===== src/rtl/iter_divider_pkg.sv =====
// Shared types and helpers for the iterative divider.
// Optional build macro: DIVIDER_EARLY_OUT_EN (leading-zero early out).
`ifndef XLEN
`define XLEN 64
`endif

package div_pkg;
  localparam int DIV_XLEN  = `XLEN;
  localparam int DIV_TAG_W = 5;
  localparam int ITER_W    = $clog2(DIV_XLEN + 1);

  typedef enum logic [1:0] {DIV = 2'b00, DIVU = 2'b01, REM = 2'b10, REMU = 2'b11} div_op_t;
  typedef enum logic [1:0] {IDLE, CALC, DONE} div_state_t;

  // Per-operation controls captured at accept and used when finishing.
  typedef struct packed {
    logic q_neg;
    logic r_neg;
    logic rem_sel;
    logic word;
  } div_ctl_t;

  function automatic logic [DIV_XLEN-1:0] sext32(input logic [31:0] v);
    return {{(DIV_XLEN-32){v[31]}}, v};
  endfunction
endpackage


===== src/rtl/iter_divider_if.sv =====
// Issue/writeback handshake bundle for the divider.
interface iter_divider_if import div_pkg::*; #(
  parameter int XLEN  = DIV_XLEN,
  parameter int TAG_W = DIV_TAG_W
);
  logic             flush;
  logic             in_valid;
  logic             in_ready;
  logic [2:0]       in_op;
  logic [XLEN-1:0]  in_a;
  logic [XLEN-1:0]  in_b;
  logic [TAG_W-1:0] in_tag;
  logic             out_valid;
  logic             out_ready;
  logic [XLEN-1:0]  out_data;
  logic [TAG_W-1:0] out_tag;

  modport master (output flush, in_valid, in_op, in_a, in_b, in_tag, out_ready,
                  input  in_ready, out_valid, out_data, out_tag);
  modport slave  (input  flush, in_valid, in_op, in_a, in_b, in_tag, out_ready,
                  output in_ready, out_valid, out_data, out_tag);
endinterface


===== src/rtl/iter_divider_special_detect.sv =====
// Combinational detection of divide-by-zero and signed overflow, with the
// architectural result for those cases. Operands arrive already extended.
module div_special_detect import div_pkg::*; #(
  parameter int XLEN = DIV_XLEN
) (
  input  div_op_t         op,
  input  logic            is_word,
  input  logic [XLEN-1:0] a,
  input  logic [XLEN-1:0] b,
  output logic            div_zero,
  output logic            ovf,
  output logic [XLEN-1:0] res
);
  logic is_sgn, is_rem;

  // Flag corner cases and select their fixed result.
  always_comb begin
    is_sgn   = (op == DIV) || (op == REM);
    is_rem   = (op == REM) || (op == REMU);
    div_zero = (b == '0);
    if (is_word) ovf = is_sgn && (a[31:0] == 32'h8000_0000) && (b[31:0] == 32'hFFFF_FFFF);
    else         ovf = is_sgn && (a == {1'b1, {(XLEN-1){1'b0}}}) && (&b);
    res = '0;
    if (div_zero)  res = is_rem ? a : '1;
    else if (ovf)  res = is_rem ? '0 : a;
    if (is_word) res = sext32(res[31:0]);
  end
endmodule


===== src/rtl/iter_divider.sv =====
// Radix-2 non-restoring divider for RV64 DIV/DIVU/REM/REMU and W variants.
// Optional build macro: DIVIDER_EARLY_OUT_EN (skip leading-zero iterations).
module iter_divider import div_pkg::*; #(
  parameter int XLEN  = DIV_XLEN,
  parameter int TAG_W = DIV_TAG_W
) (
  input logic         clk,
  input logic         rst,
  iter_divider_if.slave bus
);
  div_state_t        state;
  div_ctl_t          ctl;
  logic [ITER_W-1:0] cnt;
  logic [XLEN+1:0]   p;     // signed partial remainder, one guard bit over 2*divisor
  logic [XLEN-1:0]   q;     // dividend bits shift out the top, quotient bits in the bottom
  logic [XLEN-1:0]   dvs;

  logic              is_word, is_sgn, a_neg, b_neg;
  logic [XLEN-1:0]   a_ext, b_ext, a_mag, b_mag;
  logic [ITER_W-1:0] shamt, iters;
  logic              div_zero, ovf, fast;
  logic [XLEN-1:0]   sp_res, fast_res;

  // Operand extension for W-ops and magnitude conversion for signed ops.
  always_comb begin
    is_word = bus.in_op[2];
    is_sgn  = ~bus.in_op[0];
    if (is_word) begin
      a_ext = is_sgn ? sext32(bus.in_a[31:0]) : {{(XLEN-32){1'b0}}, bus.in_a[31:0]};
      b_ext = is_sgn ? sext32(bus.in_b[31:0]) : {{(XLEN-32){1'b0}}, bus.in_b[31:0]};
    end else begin
      a_ext = bus.in_a;
      b_ext = bus.in_b;
    end
    a_neg = is_sgn & a_ext[XLEN-1];
    b_neg = is_sgn & b_ext[XLEN-1];
    a_mag = a_neg ? -a_ext : a_ext;
    b_mag = b_neg ? -b_ext : b_ext;
  end

  div_special_detect #(.XLEN(XLEN)) u_special (
    .op       (div_op_t'(bus.in_op[1:0])),
    .is_word  (is_word),
    .a        (a_ext),
    .b        (b_ext),
    .div_zero (div_zero),
    .ovf      (ovf),
    .res      (sp_res)
  );

`ifdef DIVIDER_EARLY_OUT_EN
  logic [ITER_W-1:0] clz;
  // Pre-shift past the dividend's leading zeros; a zero dividend finishes at once.
  always_comb begin
    clz = ITER_W'(XLEN);
    for (int i = 0; i < XLEN; i++) if (a_mag[i]) clz = ITER_W'(XLEN - 1 - i);
    shamt    = clz;
    iters    = ITER_W'(XLEN) - clz;
    fast     = div_zero | ovf | (a_mag == '0);
    fast_res = (div_zero | ovf) ? sp_res : '0;
  end
`else
  // Fixed iteration count; W-op magnitudes are aligned to the top bit.
  always_comb begin
    shamt    = is_word ? ITER_W'(XLEN - 32) : '0;
    iters    = is_word ? ITER_W'(32) : ITER_W'(XLEN);
    fast     = div_zero | ovf;
    fast_res = sp_res;
  end
`endif

  logic [XLEN+1:0] p_sh, p_nx;
  logic [XLEN-1:0] q_nx, r_fix, q_fin, r_fin, res;

  // One non-restoring step, plus remainder correction and sign fix-up.
  always_comb begin
    p_sh  = {p[XLEN:0], q[XLEN-1]};
    p_nx  = p[XLEN+1] ? p_sh + {2'b00, dvs} : p_sh - {2'b00, dvs};
    q_nx  = {q[XLEN-2:0], ~p_nx[XLEN+1]};
    r_fix = p[XLEN-1:0] + (p[XLEN+1] ? dvs : '0);
    q_fin = ctl.q_neg ? -q : q;
    r_fin = ctl.r_neg ? -r_fix : r_fix;
    res   = ctl.rem_sel ? r_fin : q_fin;
    if (ctl.word) res = sext32(res[31:0]);
  end

  // Control FSM: accept, iterate, hold the result until writeback takes it.
  always_ff @(posedge clk) begin
    if (rst) begin
      state         <= IDLE;
      bus.in_ready  <= 1'b1;
      bus.out_valid <= 1'b0;
      bus.out_data  <= '0;
      bus.out_tag   <= '0;
      ctl           <= '0;
      cnt           <= '0;
      p             <= '0;
      q             <= '0;
      dvs           <= '0;
    end else if (bus.flush) begin
      state         <= IDLE;
      bus.in_ready  <= 1'b1;
      bus.out_valid <= 1'b0;
    end else begin
      case (state)
        IDLE: if (bus.in_valid) begin
          bus.in_ready <= 1'b0;
          bus.out_tag  <= bus.in_tag;
          if (fast) begin
            bus.out_data  <= fast_res;
            bus.out_valid <= 1'b1;
            state         <= DONE;
          end else begin
            p           <= '0;
            q           <= a_mag << shamt;
            dvs         <= b_mag;
            cnt         <= iters;
            ctl.q_neg   <= a_neg ^ b_neg;
            ctl.r_neg   <= a_neg;
            ctl.rem_sel <= bus.in_op[1];
            ctl.word    <= is_word;
            state       <= CALC;
          end
        end
        CALC: if (cnt != '0) begin
          p   <= p_nx;
          q   <= q_nx;
          cnt <= cnt - 1'b1;
        end else begin
          bus.out_data  <= res;
          bus.out_valid <= 1'b1;
          state         <= DONE;
        end
        DONE: if (bus.out_ready) begin
          bus.out_valid <= 1'b0;
          bus.in_ready  <= 1'b1;
          state         <= IDLE;
        end
        default: state <= IDLE;
      endcase
    end
  end
endmodule


===== src/flat_wrapper.sv =====
// flat-port wrapper written by rule: the top's interface ports become plain ports
module iter_divider_flat import div_pkg::*;
#(
  parameter int XLEN  = DIV_XLEN,
  parameter int TAG_W = DIV_TAG_W
)
  (clk, rst, bus_flush, bus_in_valid, bus_in_op, bus_in_a, bus_in_b, bus_in_tag, bus_out_ready, bus_in_ready, bus_out_valid, bus_out_data, bus_out_tag);
  iter_divider_if #(.XLEN(XLEN), .TAG_W(TAG_W)) bus_i ();
  input logic clk;
  input logic rst;
  input wire logic [$bits(bus_i.flush)-1:0] bus_flush;
  input wire logic [$bits(bus_i.in_valid)-1:0] bus_in_valid;
  input wire logic [$bits(bus_i.in_op)-1:0] bus_in_op;
  input wire logic [$bits(bus_i.in_a)-1:0] bus_in_a;
  input wire logic [$bits(bus_i.in_b)-1:0] bus_in_b;
  input wire logic [$bits(bus_i.in_tag)-1:0] bus_in_tag;
  input wire logic [$bits(bus_i.out_ready)-1:0] bus_out_ready;
  output wire logic [$bits(bus_i.in_ready)-1:0] bus_in_ready;
  output wire logic [$bits(bus_i.out_valid)-1:0] bus_out_valid;
  output wire logic [$bits(bus_i.out_data)-1:0] bus_out_data;
  output wire logic [$bits(bus_i.out_tag)-1:0] bus_out_tag;
  assign bus_i.flush = bus_flush;
  assign bus_i.in_valid = bus_in_valid;
  assign bus_i.in_op = bus_in_op;
  assign bus_i.in_a = bus_in_a;
  assign bus_i.in_b = bus_in_b;
  assign bus_i.in_tag = bus_in_tag;
  assign bus_i.out_ready = bus_out_ready;
  assign bus_in_ready = bus_i.in_ready;
  assign bus_out_valid = bus_i.out_valid;
  assign bus_out_data = bus_i.out_data;
  assign bus_out_tag = bus_i.out_tag;
  iter_divider #(.XLEN(XLEN), .TAG_W(TAG_W)) u_core (.clk(clk), .rst(rst), .bus(bus_i));
endmodule

===== config.mk =====
export PLATFORM = sky130hd
export DESIGN_NAME = iter_divider_flat
export DESIGN_NICKNAME = d
export VERILOG_FILES = /design/src/rtl/iter_divider_pkg.sv /design/src/rtl/iter_divider_if.sv /design/src/rtl/iter_divider_special_detect.sv /design/src/rtl/iter_divider.sv /design/src/flat_wrapper.sv
export SDC_FILE = /design/constraint.sdc
export NUM_CORES = 2
export LEC_CHECK = 0
export BUFFER_PORTS_ARGS = -buffer_cell sky130_fd_sc_hd__buf_2
export CORE_ASPECT_RATIO = 1.2
export CORE_UTILIZATION = 45
export CTS_CLUSTER_DIAMETER = 150
export DETAILED_ROUTE_END_ITERATION = 7
export GPL_ROUTABILITY_DRIVEN = 1
export HOLD_SLACK_MARGIN = 0.06
export SYNTH_ARGS = -nofsm -noshare
export SYNTH_HDL_FRONTEND = slang
export SYNTH_SLANG_ARGS = --single-unit

===== constraint.sdc =====
create_clock -name clk -period 6.3 [get_ports clk]
set_input_delay 0.945 -clock clk [delete_from_list [all_inputs] [get_ports clk]]
set_output_delay 0.945 -clock clk [all_outputs]
set_load 0.05 [all_outputs]

==> results.ini <==
[die]
placementRows = 101
ios = 212
die_y_um = 279.4
chipWidth_um = 233.1
dieArea_mm2 = 0.06512
core_mm2 = 0.06331
start_util = 0.4556

[clock_network]
cts_made_buffers = 37
root_buffer = clkbuf_16
cts.sinks = 278
cts_tree = yes
clockBufferDepth = 3
hold_buffers = 0
ctsHtreeMaxLevel = 2
clk_latency_ns = 0.60
path_clk_slew_ns = 0.06

[grt]
grt_max_degree = 88
antenna_found_initial = 2
grt_pass1_vias = 29627
grt_pass1_wl_mm = 182.4
gr-total-overflow = 0
track_usage = 0.3626

[placement]
io_buffers = 211
pre_cts_ws_ns = 0.3870
dp_hpwl_mm = 94.44
place.gp.congestion = 1.023

[worst_setup_path]
cp.required_ns = 6.77
critical_path_class = flip-flop to flip-flop
cpMostUsedCell = a21o_1
critical-path-max-stage-delay_ns = 0.41
start_kind = flip-flop
path_max_fanout = 8
worst_ep_arrival_time_ns = 6.21
endpoint_kind = flip-flop
cp_slowest_cell = ha_1

[layout]
fin_util = 0.5022
drive_gt1_frac = 0.1036
syn2layout_area_growth_pct = 10.23
fin_nets = 4446

[sta]
skew_ns = 0.04234
tightest_slew_ns = 1.107
timing.slew.headroom = 0.2604
fin_crit_sh = 0.9121
period_needed_ns = 5.746
rsz0062_at_grt = no
finalSetupViolCount = 0
final-max-slew-violation-count = 0
setup_slack_ns = 0.5537
final_hold_viol_count = 0
max_freq_mhz = 174.0
whs_ns = 0.4412
finalSetupTns_ns = 0

[routing]
drt-total-wl_mm = 122.3
firstDrtPassIters = 8
drc = 0
detail-route-antenna-nets = 0
routedWlPerCell_um = 24.39
vias = 32398
drt_iter0_drc = 3263
via_per_inst = 6.459

[outcome]
outcome = finished clean

[synthesis]
synthCells = 4108
yosys_warnings = 0
synth_cell_type_count = 100
syn_area_mm2 = 0.02885
ys.flop_type = dfxtp_1
synth_edf_count = 0
syn_area_per_cell_um2 = 7.022
syn_nets = 4387
async_reset_ff_frac = 0
synth_seq_cells = 278
synth-seq-area-share = 0.1929

[hold_path]
hold_path.class = flip-flop to flip-flop

[power_and_ir_drop]
p_per_area_mw_per_mm2 = 199.7
vdd_drop_max_uv = 225.4
cellLeakagePower_nw = 12.47

[run]
cap_violations = 0

layer usage:
layer / vias to the layer above / track usage / wire [um]
met4: 2 / 0.2474 / 9437
met1: 15327 / 0.4523 / 49350
met5: - / 0 / 13
met3: 331 / 0.04570 / 8056
met2: 1443 / 0.5789 / 55490
li1: 15295 / - / -
path summary, 6_finish.rpt:
kind                                                           start                                    to  slack, ns  cells after the start
worst max register to register            u_core.dvs[9]$_SDFFE_PP0P_              u_core.q[0]$_SDFFE_PP0P_       0.55                     25
worst min-delay path            u_core.bus.out_data[23]$_SDFFE_PP0P_  u_core.bus.out_data[23]$_SDFFE_PP0P_       0.44                      2
worst min register to register  u_core.bus.out_data[23]$_SDFFE_PP0P_  u_core.bus.out_data[23]$_SDFFE_PP0P_       0.44                      2
worst max-delay path                      u_core.dvs[9]$_SDFFE_PP0P_              u_core.q[0]$_SDFFE_PP0P_       0.55                     25
metrics by stage:
step,instances,power [mW],area [um^2]
after floorplan,4108,3.396,28850
after CTS,5015,6.324,31780
after global routing,5016,6.619,31800
after global placement,4952,4.099,30540
final,5016,6.349,31800
after detailed placement,4952,4.091,30540
cell usage in the layout, fill, tap and decap left out, drive strengths merged, types with 34 or more instances in the layout:
master,Yosys,layout
o211ai,92,92
a21o,76,76
nand2,440,440
a211oi,79,79
dfxtp,278,278
or4,34,34
o31ai,57,57
buf,33,289
ha,136,136
a21oi,385,385
a221oi,34,34
inv,97,99
a311oi,38,38
nand4,62,62
xnor2,196,196
nor2,431,431
clkbuf,236,50
nand3,86,86
o41ai,38,38
nor4,44,44
xor2,179,179
or3,42,42
and2,78,78
o21ai,291,291
nor3,158,158
a31oi,57,57
logic make-up (layout without fill, tap and decap cells):
kind of cell,count (synthesis),in the layout,synth area share
other,0,1,0
adders and majority gates,138,138,0.06038
buffers and inverters,367,450,0.05114
DFF,278,278,0.1929
muxes,27,27,0.009586
xor gates and xnor gates,375,375,0.1141
and+or+nand+nor,1526,1526,0.2529
AOI/OAI and AO/OA,1397,1397,0.3190
synth_stat cells, drive strengths merged, types with 22 or more instances:
library cell / n / area (um^2)
o41ai: 38 / 355.3
buf: 33 / 211.5
nand2b: 30 / 187.7
inv: 97 / 364.1
a221oi: 34 / 297.8
dfxtp: 278 / 5565
nand2: 440 / 1652
a21oi: 385 / 1927
nand4: 62 / 387.9
or3: 42 / 277.8
nor2: 431 / 1620
a211oi: 79 / 608.1
nor4: 44 / 287.8
xor2: 179 / 1568
nor3: 158 / 790.8
a31oi: 57 / 371.6
a22oi: 26 / 195.2
o21bai: 26 / 195.2
o211ai: 92 / 690.7
and3: 23 / 143.9
o21ai: 291 / 1464
o21a: 25 / 195.2
a21o: 76 / 570.6
or4: 34 / 255.2
and2: 78 / 488.0
nand3: 86 / 430.4
xnor2: 196 / 1724
clkbuf: 236 / 890.9
a311oi: 38 / 332.8
mux2i: 22 / 220.2
o31ai: 57 / 427.9
ha: 136 / 1702
worst max-delay path, delay by kind of cell, from the launching register on:
kind / cells / cell delay (ns)
compound gates: 12 / 2.22
xor+xnor: 2 / 0.33
fa+ha+maj: 1 / 0.41
buf+inv: 2 / 0.37
flops: 1 / 0.35
simple gates: 8 / 1.96
registers in the layout, indices dropped and copies added (netlist names):
| signal | flops |
|---|---|
| u_core.state | 2 |
| u_core.cnt | 7 |
| u_core.bus.out_valid | 1 |
| u_core.bus.out_data | 64 |
| u_core.p | 66 |
| u_core.q | 64 |
| u_core.dvs | 64 |
| u_core.bus.out_tag | 5 |
| u_core.ctl | 4 |
| u_core.bus.in_ready | 1 |
area by class of cell:
type                            count  area, um^2
Antenna cell                        1       2.502
Clock buffer                       49        1032
Clock inverter                     14       202.7
Fill cell                        6479       31510
Inverter                           97       364.1
Multi-Input combinational cell   3463       21910
Sequential cell                   278        5570
Tap cell                          824        1031
Timing Repair Buffer              290        1685
report_power, final:
group | leakage [nW] | internal (mW) | switching, mW
registers | 2.26 | 1.84 | 0.138
clock network | 0.607 | 1.32 | 0.913
logic | 9.60 | 0.755 | 1.38
timing repair:
item | in CTS | in global routing
setup buffers | 0 | 0
resized for setup | 0 | 3
hold endpoints to repair | 0 | 0
endpoints found under the setup margin | 0 | 9
Note: power is estimated with default switching activity, not from simulation.
